--- config.mk ---
export PLATFORM = sky130hd
export DESIGN_NAME = lcd_text_writer
export DESIGN_NICKNAME = d
export VERILOG_FILES = /design/src/rtl/lcd_text_writer.sv
export SDC_FILE = /design/constraint.sdc
export NUM_CORES = 1
export LEC_CHECK = 0
export CORE_MARGIN = 5
export CORE_UTILIZATION = 50
export CTS_CLUSTER_SIZE = 28
export DETAILED_ROUTE_END_ITERATION = 12
export PLACE_DENSITY = 0.78
export SYNTH_ARGS = -nofsm -noshare
export SYNTH_HDL_FRONTEND = slang
export SYNTH_SLANG_ARGS = --single-unit
--- constraint.sdc ---
create_clock -name CLK -period 4.7 [get_ports CLK]
set_input_delay 0.94 -clock CLK [delete_from_list [all_inputs] [get_ports CLK]]
set_output_delay 0.94 -clock CLK [all_outputs]
set_load 0.05 [all_outputs]
--- src/rtl/lcd_text_writer.sv ---
// HD44780 16x2 text writer: power-on wait, 8-bit init sequence, then redraws the
// 32-character image from a snapshot whenever the live image differs from it.
module lcd_text_writer #(
  parameter int unsigned POWERON_WAIT = 750000,
  parameter int unsigned E_PULSE      = 12,
  parameter int unsigned CMD_WAIT     = 2500,
  parameter int unsigned CLEAR_WAIT   = 82000,
  parameter int unsigned CNT_W        = 20
) (
  input  logic         CLK,
  input  logic         Reset,
  input  logic [255:0] characters,
  output logic         LCD_RS,
  output logic         LCD_RW,
  output logic         LCD_E,
  output logic [7:0]   LCD_DATA,
  output logic         busy,
  output logic         ready,
  output logic         frame_done
);

  typedef enum logic [1:0] {POWERON, INIT, FRAME, IDLE} state_t;
  typedef enum logic [1:0] {SETUP, PULSE, HOLD} phase_t;

  localparam logic [CNT_W-1:0] PON_LAST = CNT_W'(POWERON_WAIT - 1);
  localparam logic [CNT_W-1:0] EP_LAST  = CNT_W'(E_PULSE - 1);
  localparam logic [CNT_W-1:0] CMD_LAST = CNT_W'(CMD_WAIT - 1);
  localparam logic [CNT_W-1:0] CLR_LAST = CNT_W'(CLEAR_WAIT - 1);

  state_t       state, n_state;
  phase_t       phase, n_phase;
  logic [CNT_W-1:0] cnt, n_cnt;
  logic [5:0]   idx, n_idx;
  logic [255:0] snap, n_snap;
  logic         rs_q, n_rs, e_q, n_e, busy_q, n_busy, ready_q, n_ready, fd_q, n_fd;
  logic [7:0]   data_q, n_data;
  logic         load_byte;
  logic [4:0]   ci;

  always_ff @(posedge CLK) begin
    if (Reset) begin
      state   <= POWERON;
      phase   <= SETUP;
      cnt     <= '0;
      idx     <= '0;
      snap    <= '0;
      rs_q    <= 1'b0;
      data_q  <= '0;
      e_q     <= 1'b0;
      busy_q  <= 1'b1;
      ready_q <= 1'b0;
      fd_q    <= 1'b0;
    end else begin
      state   <= n_state;
      phase   <= n_phase;
      cnt     <= n_cnt;
      idx     <= n_idx;
      snap    <= n_snap;
      rs_q    <= n_rs;
      data_q  <= n_data;
      e_q     <= n_e;
      busy_q  <= n_busy;
      ready_q <= n_ready;
      fd_q    <= n_fd;
    end
  end

  always_comb begin
    n_state   = state;
    n_phase   = phase;
    n_cnt     = cnt;
    n_idx     = idx;
    n_snap    = snap;
    n_rs      = rs_q;
    n_data    = data_q;
    n_e       = e_q;
    n_busy    = busy_q;
    n_ready   = ready_q;
    n_fd      = 1'b0;
    load_byte = 1'b0;
    ci        = '0;

    case (state)
      POWERON: begin
        if (cnt == PON_LAST) begin
          n_state   = INIT;
          n_phase   = SETUP;
          n_idx     = '0;
          load_byte = 1'b1;
        end else begin
          n_cnt = cnt + 1'b1;
        end
      end
      INIT, FRAME: begin
        case (phase)
          SETUP: begin
            n_phase = PULSE;
            n_cnt   = EP_LAST;
            n_e     = 1'b1;
          end
          PULSE: begin
            if (cnt == '0) begin
              n_phase = HOLD;
              n_e     = 1'b0;
              n_cnt   = (state == INIT && idx == 6'd3) ? CLR_LAST : CMD_LAST;
            end else begin
              n_cnt = cnt - 1'b1;
            end
          end
          default: begin
            if (cnt != '0) begin
              n_cnt = cnt - 1'b1;
            end else if (state == INIT && idx == 6'd3) begin
              n_ready   = 1'b1;
              n_snap    = characters;
              n_state   = FRAME;
              n_idx     = '0;
              n_phase   = SETUP;
              load_byte = 1'b1;
            end else if (state == FRAME && idx == 6'd33) begin
              n_state = IDLE;
              n_busy  = 1'b0;
              n_fd    = 1'b1;
            end else begin
              n_idx     = idx + 1'b1;
              n_phase   = SETUP;
              load_byte = 1'b1;
            end
          end
        endcase
      end
      default: begin
        if (characters != snap) begin
          n_snap    = characters;
          n_state   = FRAME;
          n_idx     = '0;
          n_phase   = SETUP;
          n_busy    = 1'b1;
          load_byte = 1'b1;
        end
      end
    endcase

    // Byte registers load on entry to setup; frame data bytes (idx >= 1) read the
    // already-registered snapshot, which only changes alongside idx 0.
    if (load_byte) begin
      if (n_state == INIT) begin
        n_rs = 1'b0;
        case (n_idx)
          6'd0:    n_data = 8'h38;
          6'd1:    n_data = 8'h0C;
          6'd2:    n_data = 8'h06;
          default: n_data = 8'h01;
        endcase
      end else if (n_idx == 6'd0) begin
        n_rs   = 1'b0;
        n_data = 8'h80;
      end else if (n_idx == 6'd17) begin
        n_rs   = 1'b0;
        n_data = 8'hC0;
      end else begin
        n_rs   = 1'b1;
        ci     = (n_idx <= 6'd16) ? 5'(n_idx - 6'd1) : 5'(n_idx - 6'd2);
        n_data = snap[{ci, 3'b000} +: 8];
      end
    end
  end

  assign LCD_RS     = rs_q;
  assign LCD_RW     = 1'b0;
  assign LCD_E      = e_q;
  assign LCD_DATA   = data_q;
  assign busy       = busy_q;
  assign ready      = ready_q;
  assign frame_done = fd_q;

endmodule

==> summary by stage, run 1 <==
Synthesis
In this run, distinct cell masters in the synthesized netlist total 85. The cell count after synthesis is 1951. Summing the sequential cell areas from Yosys gives 34.18% of the chip area. In the synthesized netlist the async set-or-reset flop fraction comes to 0%. The share of Yosys cell area claimed by the top area cell type is 34.18%.

The synthesized design spends more area on one cell type than any other, namely sky130_fd_sc_hd__dfxtp_1. The mux contribution to synthesized area is 22.34%. The leading cell type by number of instances after synthesis is sky130_fd_sc_hd__mux2i_1. The synthesized net count is 2223. Counting instances in the post-synthesis netlist gives the leading cell types as 347 x sky130_fd_sc_hd__mux2i_1, 318 x sky130_fd_sc_hd__nor2_1, 299 x sky130_fd_sc_hd__dfxtp_1, 259 x sky130_fd_sc_hd__xnor2_1, 97 x sky130_fd_sc_hd__nand2_1.

The parity-gate share of the synthesized area counting xor and xnor cells is 13.10%. The Yosys warning count is 0. Each instance of the synthesized netlist takes up on average 8.977 um^2.

The number of enable flip-flop cells after synthesis is 0. The simple logic cell fraction of the synthesized area is 17.40%. The largest family of logic cells by synthesized area is multiplexers.

The synthesized netlist devotes 8.137% of its cell area to compound gates. Yosys attributes the largest share of cell area to sky130_fd_sc_hd__dfxtp_1 34%, sky130_fd_sc_hd__mux2i_1 20%, sky130_fd_sc_hd__xnor2_1 13%, sky130_fd_sc_hd__nor2_1 6.8%, sky130_fd_sc_hd__nand4_1 2.6%. The most used flip-flop cell after synthesis is sky130_fd_sc_hd__dfxtp_1.

After synthesis the cells add up to 17510 um^2. The synthesized design contains 299 register bits. The synthesized-area fraction occupied by adder cells is 1.000%.

GRT
In the global route stage, overall resource usage came out at 36.80%. The global-route track usage on met3 is 5.953%. The via count of the first global-routing pass is 17980. The most used routing layer is met2. The final global-route overflow total is 0.

The number of antenna violations at the first check in global routing is 1. The fraction of met1 tracks used by global routing is 46.57%. The wire length of the first global-routing pass is 108.9 mm.

Entering global routing, the biggest net connects 125 pins. In the global route stage, met2 resource usage came out at 60.58%.

Setup path
In this run the worst path has a maximum fanout of 6. The setup path with the least slack is of type primary input to flip-flop. For the worst setup path, the data required time is 5.08 ns.

The worst register-to-register path has a setup slack of -0.03 ns. The worst setup path is launched from a primary input. For the worst setup path, the data arrival time is 5.28 ns.

The kind of capture point of the worst setup path is a flip-flop.

STA
Setup repair after global routing could not meet its margin everywhere. The worst pin sits at a relative slew slack of -1.692%. The tightest hold margin is 0.4634 ns.

After layout, the minimum clock period comes to 4.901 ns. The count of pins over their slew limit is 7. The number of failing hold endpoints at the final stage is 0. Once routing completed, OpenROAD measured the worst setup slack at -0.2010 ns.

The transition time at the pin with the least slew margin is 1.520 ns. The total setup violations reported at the end of the flow is 8. After layout, the worst path uses 104.3% of the clock period. The achievable clock frequency is 204.0 MHz. The largest clock skew in the final design is 0.03932 ns.

Drt
The number of detailed-route iterations in the first pass is 5. The via total after detailed routing is 18120. The detailed-route vias per instance is 6.034. The wire length after detailed routing is 76.01 mm. In the final routed layout, each cell accounts on average for 25.31 um. After the first detailed-routing iteration, the DRC count stood at 1855. After detailed routing, the number of remaining DRC violations is 0.

In this run the remaining antenna-violating nets after routing total 0.

Placement
Input and output buffers added on the ports amount to 270. Summing all placed instances gives a cell area of 23300 um^2. In this run, placement finished with an instance count of 2923. The weighted congestion reported at the end of routability-driven placement is 1.066. The final HPWL from detailed placement is 57.90 mm.

Die
During I/O placement, the number of pins put on the boundary was 272. After floorplanning, the core was divided into 68 placement rows. The die area is 38870 um^2. The die is 197.2 um tall. The core footprint is 34540 um^2. The initial utilization of the core area, before any placement, comes to 50.70%. The die width is 197.2 um.

Run status
The final reports fail on capacitance limit, slew limit, setup timing. The flow ran to the end, but the final reports show violations.

Layout
The final cell count without fillers is 3003. The area growth from synthesis to layout is 46.39%. At the end of the flow, the number of nets in the layout was 2796. With fillers left out, the area of the finished cells amounts to 25640 um^2. Of the cells placed in the final design, the portion with a size suffix greater than 1 is 28.04%.

Pwr
The maximum vdd drop is 0.2683 mV. The leakage power figure is 10.29 nW. For this design the ratio of total power to cell area is 227.3 nW/um^2.

Clock tree
The master cell of the clock root buffer is sky130_fd_sc_hd__clkbuf_16. The H-tree depth is 2. The clock-pin transition on the worst setup and hold timing paths is 0.06 ns. The clock latency on the worst-skew pair is 0.56 ns. The TritonCTS clock tree is done. The clock sink total is 299. The TritonCTS buffer count is 35. The maximum clock insertion buffer count is 3.

Flow run
The number of max-capacitance violations reported is 1.

Min path
The path class of the lowest-slack min-delay path is flip-flop to flip-flop.
==> sequential cells by signal, summed over array words and instances (netlist names) <==
signal      count
LCD_RS          1
busy            1
phase           2
cnt            20
frame_done      1
LCD_E           1
idx             6
snap          256
LCD_DATA        8
state           2
ready           1
==> per-layer routing <==
metal	routed length (um)	vias to the layer above
met4	5314	0
met5	0	-
li1	-	8049
met2	35090	1037
met3	6631	273
met1	28970	8762
==> path summary, 6_finish.rpt <==
| check | startpoint | end | cells past startpoint |
|---|---|---|---|
| worst min-delay path | busy | busy | 2 |
| worst min register to register | busy | busy | 2 |
| worst max-delay path | characters[94] | LCD_DATA[4] | 21 |
| worst max register to register | snap[26] | LCD_DATA[4] | 20 |
==> final cells by class <==
class | instances | area [um^2]
Antenna cell | 2 | 5.005
Clock buffer | 48 | 974.7
Clock inverter | 11 | 118.9
Fill cell | 2434 | 8904
Inverter | 22 | 82.58
Multi-Input combinational cell | 1513 | 12220
Sequential cell | 299 | 5986
Tap cell | 455 | 569.3
Timing Repair Buffer | 653 | 5683
==> cell usage in the layout, fill, tap and decap left out, types with 8 or more instances in the layout <==
cell type                         count
sky130_fd_sc_hd__buf_4              336
sky130_fd_sc_hd__mux2i_1            332
sky130_fd_sc_hd__nor2_1             316
sky130_fd_sc_hd__dfxtp_1            299
sky130_fd_sc_hd__xnor2_1            160
sky130_fd_sc_hd__dlygate4sd2_1      147
sky130_fd_sc_hd__xnor2_2             98
sky130_fd_sc_hd__nand2_1             96
sky130_fd_sc_hd__nand4_1             74
sky130_fd_sc_hd__a21oi_1             47
sky130_fd_sc_hd__clkbuf_2            40
sky130_fd_sc_hd__nand3_1             37
sky130_fd_sc_hd__clkbuf_16           36
sky130_fd_sc_hd__dlymetal6s2s_1      31
sky130_fd_sc_hd__nor3_1              30
sky130_fd_sc_hd__o21ai_0             29
sky130_fd_sc_hd__buf_12              28
sky130_fd_sc_hd__clkdlybuf4s15_1     22
sky130_fd_sc_hd__o22ai_1             19
sky130_fd_sc_hd__inv_1               17
sky130_fd_sc_hd__clkdlybuf4s50_1     16
sky130_fd_sc_hd__buf_6               16
sky130_fd_sc_hd__mux4_2              15
sky130_fd_sc_hd__nor4_2              14
sky130_fd_sc_hd__a31oi_1             12
sky130_fd_sc_hd__and3_1              11
sky130_fd_sc_hd__mux2i_2             11
sky130_fd_sc_hd__ha_1                11
sky130_fd_sc_hd__a21o_1              10
sky130_fd_sc_hd__and2_1              10
sky130_fd_sc_hd__buf_2               10
sky130_fd_sc_hd__nand3_2              9
sky130_fd_sc_hd__clkbuf_1             8
==> cells by family (layout without fill, tap and decap cells) <==
logic type	count (synthesis)	after routing
compound gates	212	212
xor+xnor	262	262
fa+ha+maj	14	14
buf+inv	139	734
flops	299	299
mux	368	368
other cells	1	3
simple gates	656	656
==> through the flow <==
step	worst slack (ns)	TNS [ns]	util (%)	power, mW
2_1_floorplan	0.07093	0	-	2.792
3_3_place_gp	-1.659	-27.99	67.46	3.199
3_5_place_dp	-1.640	-56.89	67.46	3.205
4_1_cts	-0.1654	-0.4723	72.66	5.812
5_1_grt	-0.3208	-1.945	74.21	5.968
6_report	-0.2010	-0.9118	74.22	5.828
==> repair_timing <==
item / CTS / global route
gates resized for setup: 394 / 243
hold buffers: 0 / 0
pin swaps: 122 / 145
setup buffers: 13 / 10
endpoints found under the setup margin: 8 / 8
gates cloned: 1 / 1
==> critical path, cell delays in order <==
cell and delay (ns):
sky130_fd_sc_hd__clkdlybuf4s15_1 0.23, sky130_fd_sc_hd__xnor2_1 0.18, sky130_fd_sc_hd__buf_4 0.19, sky130_fd_sc_hd__nand4_1 0.16
sky130_fd_sc_hd__nor4_4 0.43, sky130_fd_sc_hd__nand4_1 0.20, sky130_fd_sc_hd__nor4_4 0.20, sky130_fd_sc_hd__buf_4 0.20
sky130_fd_sc_hd__a21oi_2 0.06, sky130_fd_sc_hd__or2_4 0.27, sky130_fd_sc_hd__ha_4 0.20, sky130_fd_sc_hd__and4_4 0.17
sky130_fd_sc_hd__o32ai_4 0.29, sky130_fd_sc_hd__buf_12 0.16, sky130_fd_sc_hd__buf_12 0.14, sky130_fd_sc_hd__mux2i_1 0.25
sky130_fd_sc_hd__buf_4 0.16, sky130_fd_sc_hd__o22ai_2 0.06, sky130_fd_sc_hd__or4_4 0.52, sky130_fd_sc_hd__a21oi_4 0.16
sky130_fd_sc_hd__o32ai_2 0.09
==> where the power goes <==
group          leakage (nW)  switching, mW  total [mW]  internal [mW]
clock                 0.535           1.16        2.69           1.52
combinational          7.34          0.318       0.604          0.286
sequential             2.41        0.00158        2.54           2.54
total                  10.3           1.48        5.83           4.34
(Power assumes the default switching activity.)
==> run 2: changes to the inputs <==
--- a/config.mk
+++ b/config.mk
@@ -10,6 +10,7 @@
 export CTS_CLUSTER_SIZE = 28
 export DETAILED_ROUTE_END_ITERATION = 12
 export PLACE_DENSITY = 0.78
+export REMOVE_ABC_BUFFERS = 1
 export SYNTH_ARGS = -nofsm -noshare
 export SYNTH_HDL_FRONTEND = slang
 export SYNTH_SLANG_ARGS = --single-unit
==> summary by stage, run 2 (synthesis gave the netlist of run 1 again) <==
Die
In this run the horizontal extent of the chip is 197.2 um. 272 I/O pins were placed. The core footprint is 34540 um^2. The height of the chip is 197.2 um. The number of standard-cell rows in the floorplan is 68. The die area is 38870 um^2. For this configuration, the core starts out at a cell density of 50.70%.

Clock tree
The TritonCTS clock tree is done. The master cell of the clock root buffer is sky130_fd_sc_hd__clkbuf_16. The clock passes through at most 3 buffers. CTS built an H-tree with a depth of 2. The TritonCTS buffer count is 35. Clock latency on the worst-skew pair, taken at its later pin, is 0.54 ns. The clock-pin transition on the worst setup and hold timing paths is 0.06 ns. The clock drives 299 sinks.

The total of hold buffers inserted after clock tree synthesis is 0.

Setup path
The critical path is of the primary input to flip-flop type. The cell with the largest stage delay on the worst path is sky130_fd_sc_hd__nor4_4. The kind of capture point of the worst setup path is a flip-flop. For the worst setup path, the data required time is 5.16 ns.

The worst path buffer plus inverter count is 7. In this design, the largest share of critical-path delay is due to simple AND/OR/NAND/NOR gates. Along the worst path, the maximum fanout reaches 5. The endpoint identified for the worst register-to-register timing path is LCD_DATA[2]. The worst register-to-register path begins at cnt[0]. Counting cells, the worst reg-to-reg path comes to 25. The type of origin of the critical path is a primary input. For the worst setup path, the data arrival time is 5.29 ns. Across all register-to-register paths, the minimum setup slack is -0.08 ns.

The largest stage delay on the critical path is 0.44 ns. Traced cell by cell, the critical path runs through clkdlybuf4s15_1 > xnor2_1 > nand4_1 > nor4_1 > nand4_1 > nor4_4 > a21oi_1 > or2_4 > buf_6 > ha_4 > inv_4 > o2111ai_4 > o311ai_4 > buf_6 > clkbuf_16 > buf_4 > buf_12 > mux2i_1 > mux2_4 > nand3_2 > o221ai_2 > and2_1 > o22ai_1.

Drt
In this run the remaining antenna-violating nets after routing total 0. The mean routed wirelength per cell is 23.70 um. The detailed-route vias per instance is 5.953. The pre-antenna-repair detailed-routing pass consisted of 6 iterations. After detailed routing, the total wire length is 67.91 mm. The via total after detailed routing is 17060. The post-route DRC violation count is 0. The number of DRC violations after detailed-routing iteration 0 is 1811.

Layout
Of the cells placed in the final design, the portion with a size suffix greater than 1 is 21.83%. Ranked by flip-flop count, first place goes to snap. The library cell used most frequently in the layout, excluding fill and tap cells, is sky130_fd_sc_hd__mux2i_1. In the layout the commonest cells are 332 x sky130_fd_sc_hd__mux2i_1, 318 x sky130_fd_sc_hd__nor2_1, 299 x sky130_fd_sc_hd__dfxtp_1. After routing the design area is 24130 um^2.

From synthesis to final layout, the design area changed by 37.78%. The count of filler cells inserted in the layout is 2706. The final cell count without fillers is 2865.

The net total in the final layout is 2656. The flip-flop count of the largest register, all copies and words added is 256. The antenna cell count is 0.

Pwr
Dividing total power by cell area gives a power density of 242.6 nW/um^2. The leakage power figure is 9.252 nW. The maximum vdd drop is 0.3202 mV.

STA
At the pin with the least slew margin, the transition time is 1.328 ns. Setup repair after global routing could not meet its margin everywhere. Across the routed clock network, the largest skew measured is 0.02773 ns.

The number of failing hold endpoints at the final stage was 0. Headroom to the max-slew limit came out at 11.18%. The post-layout worst setup margin is -0.1382 ns. The worst path uses 102.9% of the clock period.

The total setup violations reported at the end of the flow is 5. The achievable clock frequency is 206.7 MHz. Counting I/O delays and the setup requirement, the final critical path takes 4.838 ns.

The count of pins over their slew limit is 0.

Placement
The number of I/O port buffers is 270. The weighted congestion reported at the end of routability-driven placement is 0.9951. The minimum setup slack after placement is -1.751 ns. Once placement finished, the instance area stood at 22010 um^2.

The number of cells in the design after placement is 2775. The final HPWL from detailed placement is 51.50 mm.

GRT
In the global route stage, overall resource usage came out at 33.09%. The first global-routing pass estimated 100.5 mm of wire. The via count of the first global-routing pass is 16990. The largest net degree at the start of global routing is 130. Global routing finished with a remaining overflow of 0. The number of antenna violations at the first check in global routing is 1.

Run status
The run finished, with violations left. The checks that failed: setup timing.

Flow run
The number of max-capacitance violations reported is 0.

Min path
The path class of the lowest-slack min-delay path is flip-flop to flip-flop. The destination of the worst hold path is LCD_E. The worst hold path was traced through 2 stages. The startpoint of the most critical hold path is LCD_E.
## run 2: final cells by class
cell class              count  area, um^2  area share [%]
clock inverters            18       215.2          0.8918
inverters                  22       90.09          0.3733
flip-flops and latches    299        5986           24.81
multi-input cells        1514       11850           49.09
well taps                 455       569.3           2.359
clock buffers              45       943.4           3.910
repair buffers            512        4481           18.57
## run 2: layer usage
metal / track usage, % / wire length (um)
met3: 5.560 / 5500
met4: 14.48 / 3708
met2: 54.06 / 31550
met1: 43.32 / 27130
met5: 0 / 16
## run 2: repair_timing
action | in CTS | in global routing
hold endpoints to repair | 0 | 0
resized for setup | 351 | 241
setup endpoints to repair | 9 | 8
buffers inserted | 11 | 16
gates cloned | 3 | 2
pin swaps | 91 | 157
## run 2: power by group
group | leakage [nW] | internal [mW] | total (mW) | switching, mW
Clock | 0.575 | 1.65 | 2.79 | 1.14
Combinational | 6.27 | 0.253 | 0.523 | 0.271
Sequential | 2.41 | 2.54 | 2.54 | 0.00249
Total | 9.25 | 4.44 | 5.85 | 1.41
## run 2: worst max path at each step
| stage | start | to | slack (ns) | cells past startpoint |
|---|---|---|---|---|
| 6_report | characters[48] | LCD_DATA[2] | -0.14 | 23 |
| 2_1_floorplan | state[1] | snap[0] | -25.56 | 7 |
| 3_3_place_gp | characters[226] | LCD_DATA[3] | -1.73 | 18 |
| 5_1_grt | cnt[0] | LCD_DATA[3] | -0.28 | 21 |
| 4_1_cts | characters[86] | LCD_DATA[4] | 0.0009 | 20 |
| 3_5_place_dp | characters[226] | LCD_DATA[3] | -1.75 | 18 |
## run 2: per-stage QoR
stage          hold WS [ns]  power [mW]   TNS, ns  util (%)
2_1_floorplan        0.4668       2.758  -6573.61         -
3_5_place_dp         0.4784       3.153    -61.38     63.71
6_report             0.4784       5.853   -0.4381     69.86
3_3_place_gp         0.4616       3.146    -64.10     63.71
5_1_grt              0.5342       6.008    -1.310     69.86
4_1_cts              0.4861       5.854         0     68.17
## run 2: worst register-to-register path: cells and delay by family (launching register included)
family | cells | cell delay (ns)
and+or+nand+nor | 7 | 1.41
AOI/OAI and AO/OA | 8 | 1.30
buffers and inverters | 6 | 0.88
muxes | 2 | 0.45
adders and majority gates | 2 | 0.36
DFF | 1 | 0.32
